File: src/rtl/hc595_pkg.sv
// ---------------------------------------------------------------------------
// hc595_pkg
// Shared definitions for 74HC595 chain drivers.
//   STATE_*  : 2-bit encodings of the controller FSM states
//   state_t  : enumerated FSM state type built on those encodings
//   clog2    : ceiling log2 for sizing counters at elaboration time
// ---------------------------------------------------------------------------
package hc595_pkg;

  localparam logic [1:0] STATE_IDLE  = 2'd0;
  localparam logic [1:0] STATE_SHIFT = 2'd1;
  localparam logic [1:0] STATE_LATCH = 2'd2;

  typedef enum logic [1:0] {
    IDLE  = STATE_IDLE,
    SHIFT = STATE_SHIFT,
    LATCH = STATE_LATCH
  } state_t;

  // Smallest r with 2**r >= n; clog2(1) is 0.
  function automatic int clog2(input int n);
    int r;
    r = 0;
    while ((1 << r) < n) r++;
    return r;
  endfunction

endpackage

File: src/rtl/hc595_tick_gen.sv
// ---------------------------------------------------------------------------
// hc595_tick_gen
// Phase timer that divides the system clock into DIV-cycle phases.
//   clk       : system clock
//   rst       : asynchronous active-high reset
//   restart   : holds the counter at the start of a phase
//   phase_end : high during the last cycle of each DIV-cycle phase
// ---------------------------------------------------------------------------
module hc595_tick_gen
  import hc595_pkg::*;
#(
  parameter int DIV = 4
) (
  input  logic clk,
  input  logic rst,
  input  logic restart,
  output logic phase_end
);

  // A one-cycle phase still needs a 1-bit counter to keep the logic legal.
  localparam int CW = (clog2(DIV) > 0) ? clog2(DIV) : 1;
  localparam logic [CW-1:0] LAST = CW'(DIV - 1);

  logic [CW-1:0] cnt;

  assign phase_end = (cnt == LAST);

  // Counter reloads explicitly at the end of each phase so it never relies
  // on wrap-around, which would be wrong for non-power-of-two DIV.
  always_ff @(posedge clk or posedge rst) begin
    if (rst) begin
      cnt <= '0;
    end else if (restart || phase_end) begin
      cnt <= '0;
    end else begin
      cnt <= cnt + CW'(1);
    end
  end

endmodule

File: src/rtl/hc595_chain_ctrl.sv
// ---------------------------------------------------------------------------
// hc595_chain_ctrl
// Serial controller for a daisy-chain of CHAIN_LEN 74HC595 devices. A frame
// is accepted over a valid/ready handshake, shifted out on DS/SHCP with a
// DIV-cycle half period, then latched with a DIV-cycle STCP pulse. OE stays
// inactive until the first complete frame has been latched.
//   clk     : system clock
//   rst     : asynchronous active-high reset
//   i_data  : frame to shift (W = 8*CHAIN_LEN bits), sampled on accept
//   i_valid : frame available
//   o_ready : controller idle and able to accept
//   o_ds    : serial data to the first device
//   o_shcp  : shift clock
//   o_stcp  : storage (latch) clock
//   o_oe    : output enable, active-low at the pin
// ---------------------------------------------------------------------------
module hc595_chain_ctrl
  import hc595_pkg::*;
#(
  parameter int CHAIN_LEN = 2,
  parameter int DIV       = 4,
  parameter int LSB_FIRST = 0
) (
  input  logic                   clk,
  input  logic                   rst,
  input  logic [8*CHAIN_LEN-1:0] i_data,
  input  logic                   i_valid,
  output logic                   o_ready,
  output logic                   o_ds,
  output logic                   o_shcp,
  output logic                   o_stcp,
  output logic                   o_oe
);

  localparam int W  = 8 * CHAIN_LEN;
  localparam int BW = clog2(W + 1);
  localparam logic [BW-1:0] LAST_BIT = BW'(W - 1);

  state_t         state, state_n;
  logic [W-1:0]   sr, sr_n, sr_shifted;
  logic [BW-1:0]  bit_cnt, bit_cnt_n;
  logic           ds_n, shcp_n, stcp_n, oe_n;
  logic           phase_end, restart;

  // Bit that sits at the output end of the shift register.
  function automatic logic out_bit(input logic [W-1:0] v);
    return (LSB_FIRST != 0) ? v[0] : v[W-1];
  endfunction

  hc595_tick_gen #(
    .DIV (DIV)
  ) u_tick (
    .clk       (clk),
    .rst       (rst),
    .restart   (restart),
    .phase_end (phase_end)
  );

  assign o_ready = (state == IDLE);

  // Next-state and next-output logic. The current SHCP level tells which
  // half of the bit we are in: low half ends by raising SHCP, high half
  // ends by dropping SHCP, shifting, and presenting the next bit on DS at
  // the same time so DS is stable for a whole phase on either side of the
  // rising edge. The phase timer is held in restart while idle so the first
  // low phase of a frame is a full DIV cycles long.
  always_comb begin
    state_n    = state;
    sr_n       = sr;
    bit_cnt_n  = bit_cnt;
    ds_n       = o_ds;
    shcp_n     = o_shcp;
    stcp_n     = o_stcp;
    oe_n       = o_oe;
    restart    = 1'b0;
    sr_shifted = (LSB_FIRST != 0) ? {1'b0, sr[W-1:1]} : {sr[W-2:0], 1'b0};

    case (state)
      IDLE: begin
        restart = 1'b1;
        if (i_valid) begin
          state_n   = SHIFT;
          sr_n      = i_data;
          bit_cnt_n = '0;
          ds_n      = out_bit(i_data);
          shcp_n    = 1'b0;
        end
      end

      SHIFT: begin
        if (phase_end) begin
          if (!o_shcp) begin
            shcp_n = 1'b1;
          end else begin
            shcp_n = 1'b0;
            sr_n   = sr_shifted;
            ds_n   = out_bit(sr_shifted);
            if (bit_cnt == LAST_BIT) begin
              state_n   = LATCH;
              bit_cnt_n = '0;
              stcp_n    = 1'b1;
            end else begin
              bit_cnt_n = bit_cnt + BW'(1);
            end
          end
        end
      end

      LATCH: begin
        if (phase_end) begin
          stcp_n  = 1'b0;
          oe_n    = 1'b0;
          state_n = IDLE;
        end
      end

      default: begin
        state_n = IDLE;
      end
    endcase
  end

  // State and datapath registers. Reset discards any partial frame and
  // re-blanks the outputs until a fresh frame has been latched.
  always_ff @(posedge clk or posedge rst) begin
    if (rst) begin
      state   <= IDLE;
      sr      <= '0;
      bit_cnt <= '0;
      o_ds    <= 1'b0;
      o_shcp  <= 1'b0;
      o_stcp  <= 1'b0;
      o_oe    <= 1'b1;
    end else begin
      state   <= state_n;
      sr      <= sr_n;
      bit_cnt <= bit_cnt_n;
      o_ds    <= ds_n;
      o_shcp  <= shcp_n;
      o_stcp  <= stcp_n;
      o_oe    <= oe_n;
    end
  end

endmodule
File: config.mk
export PLATFORM = sky130hd
export DESIGN_NAME = hc595_chain_ctrl
export DESIGN_NICKNAME = d
export VERILOG_FILES = /design/src/rtl/hc595_pkg.sv /design/src/rtl/hc595_tick_gen.sv /design/src/rtl/hc595_chain_ctrl.sv
export SDC_FILE = /design/constraint.sdc
export NUM_CORES = 1
export LEC_CHECK = 0
export CAP_MARGIN = 10
export CELL_PAD_IN_SITES_DETAIL_PLACEMENT = 0
export CELL_PAD_IN_SITES_GLOBAL_PLACEMENT = 2
export CORE_MARGIN = 2
export CORE_UTILIZATION = 42
export CTS_BUF_LIST = sky130_fd_sc_hd__clkbuf_8
export CTS_CLUSTER_DIAMETER = 40
export DETAILED_ROUTE_END_ITERATION = 8
export DONT_BUFFER_PORTS = 1
export GPL_TIMING_DRIVEN = 0
export PLACE_DENSITY = 0.79
export SYNTH_ARGS = -nofsm -noshare
export SYNTH_HDL_FRONTEND = slang
export SYNTH_SLANG_ARGS = --single-unit
File: constraint.sdc
create_clock -name clk -period 2.2 [get_ports clk]
set_clock_uncertainty 0.2 [all_clocks]
set_input_delay 0.33 -clock clk [delete_from_list [all_inputs] [get_ports clk]]
set_output_delay 0.33 -clock clk [all_outputs]
set_load 0.02 [all_outputs]
==> metrics <==
routed via count=965; gr ovfl total=0; Fin. Hold Viols=0; vias per std cell=5.361; most frequent cells in the layout=27 x dfrtp_1, 18 x nand3_1, 14 x mux2i_1; CP max stage delay=470 ps; largest net degree at the start of global routing=29; Die H=62.18 um; Syn Area/Cell=11.28 sq um; CTS Sinks=28; Core Util, Final=48.80%; cts bufs inserted=3; Setup violations, final=0; Residual DRC=0; Site Rows=21; clk slew on worst S/H paths=100 ps; 1st-iter DRT viols=25; post-cts sizing count=0; Setup crit start kind=register; minimum clock period=1885 ps; Port Buf Inserts=0; HP Class=primary input to register; CP cell instances=or3b_1 > buf_6 > and2_4 > buf_6 > buf_12 > o2bb2ai_1; RSZ-0062 raised after global routing=false; Power Density=1183 nW/um^2; clk_lat worst skew=270 ps; outcome=finished, final reports clean; Max Cap Viol=0; Worst path slowest cell=dfrtp_1; leading cell type in the layout, fill and taps excluded=dfrtp_1; Die W=62.18 um; Nets=156; Fin Setup TNS=0 ps; Ys Warns=0; Area Growth Syn to Fin=12.76%; first-pass GRT wire length=4747 um; Wirelength per Cell=14.88 um; CP Class=register to register; Slew HR=60.84%; clk root buf=clkbuf_8; antenna violations before repair=0; Crit path max-delay family=simple AND/OR/NAND/NOR gates; #FFs+latches synth=28; CP Data Arrival Time=1860 ps; count of cell types in the netlist=37; required time of the critical path=2170 ps; layout cell share with drive strength beyond 1=20.90%; final RePlAce weighted congestion=0.7081; fmax=0.5305 GHz; Leakage=0.6857 nW; post-synthesis cell count=126; core region area=3284 sq um; area of the mapped netlist=1421 sq um; I/O pins=24; Seq/Total Area, Yosys=49.38%; Starting Density=43.28%; worst slew pin tran=585.2 ps; GRT Total Usage=14.92%; # diodes=0; Final period util=85.69%; Slew Viols, Final=0; Critical Path Fanout Max=10; die area=3866 sq um; Worst VDD drop=0.0003965 V; Total Routed Length=2679 um; H-tree depth=1; crit path capture type=register; vias in the first global route=976; post-DP HPWL=1884 um; clock buffer depth=2; Worst Path Buf+Inv=3; most used cell, CP=buf_6; router iterations before antenna repair=4; number of nets produced by synthesis=147; post-route ant nets=0; CTS tree=yes
==> per-layer routing <==
metal / share of wire [%] / global-route usage, % / vias to the layer above
met5: 0 / 0 / -
met4: 0.52 / 3.333 / 0
met3: 3.7 / 3.442 / 2
met2: 47 / 23.78 / 14
met1: 49 / 20.87 / 471
li1: - / - / 478
==> final timing paths <==
| path | slack, ps | cells after the start | start | end |
|---|---|---|---|---|
| max | 310 | 6 | state[1] | bit_cnt[1] |
| min | 20 | 1 | i_data[0] | sr[0] |
| max reg2reg | 310 | 6 | state[1] | bit_cnt[1] |
| min reg2reg | 240 | 1 | u_tick.cnt[0] | u_tick.cnt[0] |
| max in group asynchronous | 1070 | 3 | rst | o_oe |
| min in group asynchronous | 240 | 2 | rst | sr[2] |
==> flip-flops by register name (all words and copies together) (netlist names) <==
signal,flops
o_oe,1
o_stcp,1
bit_cnt,5
sr,15
u_tick.cnt,2
state,2
o_shcp,1
o_ds,1
==> logic make-up after synthesis <==
logic type | after synthesis | synth area share, %
compound gates | 31 | 16.37
fa+ha+maj | 2 | 1.760
buf+inv | 13 | 5.897
flops | 28 | 49.38
mux | 16 | 11.44
simple gates | 36 | 15.14
==> synth_stat cells, drive strengths merged <==
cell type | number | area share, %
a21o | 1 | 0.53
a22o | 1 | 0.62
a2bb2oi | 1 | 0.62
a31oi | 3 | 1.3
a32o | 1 | 0.70
and2 | 2 | 1.1
and2b | 1 | 0.53
and4b | 1 | 0.70
buf | 6 | 4.0
clkbuf | 3 | 0.79
dfrtp | 27 | 48
dfstp | 1 | 1.8
ha | 2 | 1.8
inv | 4 | 1.1
mux2 | 2 | 1.6
mux2i | 14 | 9.9
nand2 | 2 | 0.53
nand2b | 1 | 0.44
nand3 | 18 | 6.3
nand4 | 1 | 0.44
nand4b | 3 | 1.8
nor2 | 1 | 0.26
nor3 | 1 | 0.35
nor3b | 2 | 1.1
o211ai | 1 | 0.53
o21a | 2 | 1.1
o21ai | 18 | 8.7
o21bai | 1 | 0.53
o2bb2ai | 1 | 0.62
o32ai | 1 | 1.1
or2 | 1 | 0.44
or2b | 1 | 0.53
or3b | 1 | 0.62
==> area by class of cell <==
type	count	area (sq um)
Fill cell	313	1682
Sequential cell	28	701.9
Clock buffer	3	41.29
Multi-Input combinational cell	85	635.6
Tap cell	46	57.56
Inverter	4	15.01
Clock inverter	1	30.03
Buffer	9	68.82
Timing Repair Buffer	4	52.55
==> worst reg2reg max path, cell delays in order (launching register included) <==
cell and delay, ps:
dfrtp_1 470, or3b_1 410, buf_6 150, and2_4 150, buf_6 130, buf_12 150, o2bb2ai_1 110
==> through the flow <==
step / cell area (sq um) / setup WS [ps] / std cells / hold slack [ps] / power, mW
after global routing: 1603 / 237.1 / 180 / 16.96 / 2.045
after detailed placement: 1479 / 122.7 / 172 / 235.3 / 1.495
after floorplan: 1421 / 421.8 / 126 / 194.7 / 1.359
after CTS: 1550 / 112.7 / 176 / 18.97 / 1.901
final: 1603 / 314.9 / 180 / 22.00 / 1.896
after global placement: 1479 / 136.9 / 172 / 226.1 / 1.470
==> power by group <==
part	leakage (nW)	internal, mW	switching [mW]
Sequential	0.353	0.684	0.127
Combinational	0.297	0.326	0.356
Clock	0.0357	0.244	0.160
==> what timing repair did <==
item,4_1_cts,5_1_grt
endpoints found under the setup margin,0,6
hold buffers,0,1
hold endpoints to repair,0,16
buffers inserted,0,2
Note: power is estimated with default switching activity, not from simulation.
